`src/rtl/logic_unit_arbiter.sv`:
```
// Two-requester round-robin front end for a shared 32-bit AND/OR unit with a
// single registered response slot that drains and refills in the same cycle.
module logic_unit_arbiter #(
  parameter int WIDTH = 32,
  parameter int TAG_W = 4
) (
  input  logic             i_clock,
  input  logic             i_reset_n,
  input  logic             i_r0_valid,
  output logic             o_r0_ready,
  input  logic [WIDTH-1:0] i_r0_a,
  input  logic [WIDTH-1:0] i_r0_b,
  input  logic             i_r0_op,
  input  logic [TAG_W-1:0] i_r0_tag,
  input  logic             i_r1_valid,
  output logic             o_r1_ready,
  input  logic [WIDTH-1:0] i_r1_a,
  input  logic [WIDTH-1:0] i_r1_b,
  input  logic             i_r1_op,
  input  logic [TAG_W-1:0] i_r1_tag,
  output logic             o_rsp_valid,
  input  logic             i_rsp_ready,
  output logic [WIDTH-1:0] o_rsp_data,
  output logic             o_rsp_src,
  output logic [TAG_W-1:0] o_rsp_tag
);

  typedef enum logic {S_EMPTY = 1'b0, S_FULL = 1'b1} state_t;

  state_t           r_state;
  logic             r_rr_ptr;
  logic [WIDTH-1:0] r_data;
  logic             r_src;
  logic [TAG_W-1:0] r_tag;

  logic             w_can_accept;
  logic             w_any_vld;
  logic             w_gnt;
  logic             w_accept;
  logic [WIDTH-1:0] w_a;
  logic [WIDTH-1:0] w_b;
  logic             w_op;
  logic [TAG_W-1:0] w_tag;
  logic [WIDTH-1:0] w_result;

  // A lone requester always wins; the pointer only breaks ties.
  assign w_can_accept = (r_state == S_EMPTY) | i_rsp_ready;
  assign w_any_vld    = i_r0_valid | i_r1_valid;
  assign w_gnt        = (i_r0_valid & i_r1_valid) ? r_rr_ptr : i_r1_valid;

  assign o_r0_ready = i_reset_n & w_can_accept & w_any_vld & (w_gnt == 1'b0);
  assign o_r1_ready = i_reset_n & w_can_accept & w_any_vld & (w_gnt == 1'b1);
  assign w_accept   = (i_r0_valid & o_r0_ready) | (i_r1_valid & o_r1_ready);

  assign w_a      = w_gnt ? i_r1_a   : i_r0_a;
  assign w_b      = w_gnt ? i_r1_b   : i_r0_b;
  assign w_op     = w_gnt ? i_r1_op  : i_r0_op;
  assign w_tag    = w_gnt ? i_r1_tag : i_r0_tag;
  assign w_result = w_op ? (w_a | w_b) : (w_a & w_b);

  always_ff @(posedge i_clock) begin
    if (!i_reset_n) begin
      r_state  <= S_EMPTY;
      r_rr_ptr <= 1'b0;
      r_data   <= '0;
      r_src    <= 1'b0;
      r_tag    <= '0;
    end else begin
      if (w_accept) begin
        r_data   <= w_result;
        r_src    <= w_gnt;
        r_tag    <= w_tag;
        r_rr_ptr <= ~w_gnt;
      end
      case (r_state)
        S_EMPTY: if (w_accept) r_state <= S_FULL;
        S_FULL:  if (i_rsp_ready && !w_accept) r_state <= S_EMPTY;
        default: r_state <= S_EMPTY;
      endcase
    end
  end

  assign o_rsp_valid = (r_state == S_FULL);
  assign o_rsp_data  = r_data;
  assign o_rsp_src   = r_src;
  assign o_rsp_tag   = r_tag;

endmodule

```
`config.mk`:
```
export PLATFORM = sky130hd
export DESIGN_NAME = logic_unit_arbiter
export DESIGN_NICKNAME = d
export VERILOG_FILES = /design/src/rtl/logic_unit_arbiter.sv
export SDC_FILE = /design/constraint.sdc
export NUM_CORES = 1
export LEC_CHECK = 0
export BUFFER_PORTS_ARGS = -buffer_cell sky130_fd_sc_hd__buf_2
export CAP_MARGIN = 5
export CORE_ASPECT_RATIO = 1.5
export CORE_MARGIN = 2
export CORE_UTILIZATION = 38
export CTS_BUF_LIST = sky130_fd_sc_hd__clkbuf_16
export CTS_CLUSTER_DIAMETER = 40
export CTS_CLUSTER_SIZE = 40
export DETAILED_ROUTE_END_ITERATION = 16
export PLACE_DENSITY = 0.77
export SETUP_SLACK_MARGIN = 0.15
export SLEW_MARGIN = 0
export SYNTH_ARGS = -nofsm -noshare
export SYNTH_HDL_FRONTEND = slang
export SYNTH_SLANG_ARGS = --single-unit
```
`constraint.sdc`:
```
create_clock -name i_clock -period 1.5 [get_ports i_clock]
set_clock_uncertainty 0.05 [all_clocks]
set_input_delay 0.375 -clock i_clock [delete_from_list [all_inputs] [get_ports i_clock]]
set_output_delay 0.375 -clock i_clock [all_outputs]
set_load 0.1 [all_outputs]
```
### Yosys cells after proc, flatten, opt, wreduce, memory -nomap -nowiden

Index checks and enable logic that the tools add are counted.

* register bits after elaboration: 39
* word-level logic and storage cells: 30
* input port bits: 143
* output and inout bits: 40

* bitwise operators: 14
* multiplexer cells: 9
* reductions and logical operators: 2

Operators with widths (count)
* 2-to-1 mux 32 bit: 3
* bitwise AND 32 bit: 1
* bitwise OR 32 bit: 1
* bitwise AND 1 bit: 7
* 2-to-1 mux 1 bit: 4
* 2-to-1 mux 4 bit: 1
* bitwise OR 1 bit: 3
* NOT 1 bit: 2
* one-hot mux 1 bit (2 select lines): 1
* logical AND 1 bit: 1
* logical NOT 1 bit: 1

### Depth between registers and ports, before layout

* depth in word-level cells: 11
* gate-level depth with buffers: 7
* gate-level depth less buffers: 4

### Least setup slack after synthesis

Ideal clock, no wire load.

* path type: register to register
* start point: register r_state, in the netlist o_rsp_valid
* end point: register r_tag[0], in the netlist o_rsp_tag[0]
* library setup time: 0.071 ns
* stages on the path, launching flop included: 7
* clock period less this slack: 2.577 ns
* path buffers: 2
* data required time: 1.379 ns
* data arrival time: 2.456 ns
* path slack: -1.077 ns
* cell sequence: dfxtp_1 > nand2b_1 > buf_4 > and4_1 > clkbuf_1 > a22oi_1 > a21oi_1

* word-level cells in the longest chain between the ends: 7
* elaborated cells on any way between the ends: 9
* classes of those cells: bitwise (9)

RTL lines
* start: declaration: line 30 `state_t r_state;`
* start signal: assignment: line 63 `r_state <= S_EMPTY;`
* start signal: assignment: line 76 `S_EMPTY: if (w_accept) r_state <= S_FULL;`
* start signal: assignment: line 77 `S_FULL: if (i_rsp_ready && !w_accept) r_state <= S_EMPTY;`
* NOT 1 bit
* bitwise OR 1 bit: line 47 `assign w_can_accept = (r_state == S_EMPTY) | i_rsp_ready;`
* bitwise AND 1 bit (3 in series): line 51 `assign o_r0_ready = i_reset_n & w_can_accept & w_any_vld & (w_gnt == 1'b0);`
* named net o_r0_ready: line 10 `output logic o_r0_ready,`
* bitwise AND 1 bit: line 53 `assign w_accept = (i_r0_valid & o_r0_ready) | (i_r1_valid & o_r1_ready);`
* bitwise OR 1 bit: line 53
* end signal: assignment: line 72 `r_tag <= w_tag;`
* end: declaration: line 34 `logic [TAG_W-1:0] r_tag;`

The timed path passes the listed nets, and every way through them passes these cells.
A chain may end at the register's enable or synchronous reset.

### Worst setup path in the final report

* start point: register r_rr_ptr
* end point: output port o_r1_ready

* word-level cells in the longest chain between the ends: 2

RTL lines
* start: declaration: line 31 `logic r_rr_ptr;`
* start signal: assignment: line 73 `r_rr_ptr <= ~w_gnt;`
* 2-to-1 mux 1 bit: line 49 `assign w_gnt = (i_r0_valid & i_r1_valid) ? r_rr_ptr : i_r1_valid;`
* bitwise AND 1 bit: line 52 `assign o_r1_ready = i_reset_n & w_can_accept & w_any_vld & (w_gnt == 1'b1);`
* end: declaration: line 16 `output logic o_r1_ready,`

Every way passes these cells.

==> flow_metrics.py <==
metrics = {
    "floorplan": {
        "die_x_um": 73.4,
        "die_h_um": 108,
        "rows": 37,
        "dieArea_sq_mm": 0.00792,
        "fp.coreArea_sq_mm": 0.00694,
        "start_util": 0.395,
        "ios": 183,
    },
    "power_and_ir_drop": {
        "p_total_mw": 4.66,
        "power_leakage_nw": 2.02,
        "irDropWorstVdd_mv": 0.649,
        "power.density_mw_per_mm2": 955,
    },
    "yosys": {
        "synthesis.nets": 476,
        "synth_mux_area_frac": 0.00365,
        "synth_top_area_frac": 0.285,
        "yosys.area_share.simple": 0.186,
        "synth_top_area_cell": "dfxtp_1",
        "ys.flop_type": "dfxtp_1",
        "synth_top_family_by_area": "compound AO/OA/AOI/OAI gates",
        "synth.cell_area_sq_mm": 0.00274,
        "synth_area_per_cell_sq_um": 8.23,
        "seq_area_frac_synth": 0.285,
        "async_flop_share": 0,
        "ys_types": 27,
        "synthTopCellsByArea": "dfxtp_1 (28%), a221oi_1 (10%), o221a_1 (9.4%)",
        "synthXorXnorAreaFrac": 0,
        "synth_compound_area_frac": 0.445,
        "syn_inst": 333,
        "synth_fa_ha_area_frac": 0,
        "synth-edff-count": 0,
        "ys_ff_latch": 39,
        "ys_warn_count": 0,
    },
    "hold_path": {
        "hold_start": "i_r1_tag[1]",
        "hold_path.class": "in2reg",
    },
    "sta": {
        "setup_viol": 35,
        "worstMarginPinSlew_ps": 468,
        "final.min_clock_period_ps": 1690,
        "period_share": 1.13,
        "rsz0062_at_grt": "true",
        "setup_slack_ps": -189,
        "hold_viol": 0,
        "clock.fmax_mhz": 592,
        "maxSlewViolCount": 0,
        "slew_headroom": 0.686,
    },
    "setup_path": {
        "crit_slowest_cell": "dfxtp_2",
        "cp-startpoint": "r_rr_ptr$_SDFFE_PN0P_",
        "worstReg2RegStart": "r_rr_ptr$_SDFFE_PN0P_",
        "crit_arrival_ps": 1260,
        "crit_path_end_kind": "primary output",
        "path_cells": "nand2b_4 > and2_4 > and3_4 > buf_12",
        "crit_fanout": 3,
        "cp_data_required_time_ps": 1070,
        "crit_type": "reg2out",
        "start_kind": "flip-flop",
        "cpPeakStageDelay_ps": 330,
    },
    "routing": {
        "num_vias": 3793,
        "wl_mm": 11.3,
        "drcViolationCount": 0,
        "wl_per_cell_um": 18.9,
        "drt_pre_antenna_iters": 5,
        "drtIter0Drc": 182,
        "ant_nets": 0,
        "viasPerCell": 6.33,
    },
    "run_status": {
        "failed_checks": "negative setup slack",
        "status": "finished, violations left",
    },
    "grt": {
        "grt_antenna_before_repair": 0,
        "grt_max_degree": 35,
        "grt_pass1_wl_mm": 17.2,
        "grt_pass1_vias": 3781,
        "overflow": 0,
        "grt_usage": 0.271,
    },
    "clocking": {
        "cts.clk_slew.worst_paths_ps": 60,
        "tritoncts": "done",
        "ctsHoldBuffers": 0,
        "clk_latency_ps": 280,
        "clockBufferDepth": 2,
        "cts_sinks": 39,
        "cts_made_buffers": 5,
        "root_buffer": "clkbuf_16",
        "htreeDepth": 2,
    },
    "finish": {
        "drive_gt1_frac": 0.608,
        "final_area_sq_mm": 0.00488,
        "num-nets-final": 663,
        "diodes": 0,
        "fillers": 520,
        "area_growth_pct": 78.1,
    },
    "place": {
        "gp_congestion": 0.866,
        "io_buffers": 182,
        "post-dp-hpwl_mm": 7.48,
        "placed_area_sq_mm": 0.00411,
    },
    "flow_run": {
        "max_cap_viol_count": 0,
    },
}
[synthesized netlist by cell type (3+ instances only)]
cell type,number
buf_4,4
buf_2,18
a221oi_1,32
a211oi_1,33
o221a_2,9
nand2_1,34
clkbuf_1,15
a22oi_1,3
nor2_1,33
o221a_1,23
buf_6,3
a21oi_1,5
nand4_1,35
o211ai_1,33
dfxtp_1,39
[where the power goes]
group	total (mW)	switching, mW	leakage [nW]	internal (mW)
logic	2.07	1.29	1.59	0.782
registers	1.22	0.0732	0.334	1.15
clock network	1.37	0.427	0.0952	0.948
total	4.66	1.79	2.02	2.88
[metal layers]
metal | part of all wire | track usage | wire length, um | vias up
met4 | 0.031 | 0.125 | 355 | 0
met5 | 0 | 0 | 0 | -
met1 | 0.38 | 0.294 | 4310 | 1800
li1 | - | - | - | 1765
met3 | 0.057 | 0.0363 | 646 | 36
met2 | 0.53 | 0.504 | 5990 | 192
[through the flow]
step                       util  setup WS, ps  std cells  hold slack [ps]  TNS, ps
after floorplan               -          -106        333              386    -2260
after global placement    0.592          -156        582              393    -3790
after detailed placement  0.592          -191        582              405    -4800
after CTS                 0.688          -188        599              303    -3870
after global routing      0.703          -214        599              342    -6220
final                     0.703          -189        599              340    -4580
[flip-flops by register name, summed over array words and instances, names as in the netlist]
signal / count
r_rr_ptr: 1
o_rsp_data: 32
o_rsp_tag: 4
o_rsp_valid: 1
o_rsp_src: 1
[worst paths after layout]
kind | end | slack, ps | cells past startpoint
hold / removal | o_rsp_tag[1]$_SDFFE_PN0P_ | 340 | 3
setup / recovery | o_r1_ready | -190 | 4
hold reg to reg | o_rsp_src$_SDFFE_PN0P_ | 430 | 2
setup reg to reg | o_rsp_data[11]$_SDFFE_PN0P_ | -170 | 6
[critical path, delay by kind of cell, from the launching register on]
kind	cells	cell delay [ps]
AND/OR/NAND/NOR	3	500
buffers and inverters	1	170
flip-flops	1	330
[kinds of logic after synthesis]
family	count (synthesis)
compound gates	142
simple gates	108
buf+inv	43
flops	39
mux	1
[repair_timing]
item,CTS,global route
gates cloned,5,0
pin swaps,26,10
setup endpoints to repair,67,43
resized for setup,70,19
setup buffers,4,0
[cell usage in the layout, fill, tap and decap left out, types with 2 or more instances in the layout]
cell type and n:
a21oi_1 4, a22oi_2 2, nor2_1 32, buf_16 4
nand2_1 34, a221oi_2 22, buf_12 20, o221a_2 5
nand2b_4 2, nand4_1 35, a221oi_1 7, a221oi_4 3
dfxtp_1 5, dfxtp_2 33, o221a_1 23, a211oi_2 7
buf_4 46, inv_1 2, clkbuf_16 5, o221a_4 4
o211ai_1 33, bufinv_16 2, buf_2 142, a211oi_1 25
buf_6 8
[final cells by class]
cell class,count,area (sq um),area share
Sequential cell,39,826,0.169
Inverter,1,3.75,0.000769
Tap cell,78,97.6,0.0200
Clock inverter,3,63.8,0.0131
Multi-Input combinational cell,251,2060,0.422
Timing Repair Buffer,222,1700,0.349
Clock buffer,5,125,0.0256
Note: power is estimated with default switching activity, not from simulation.
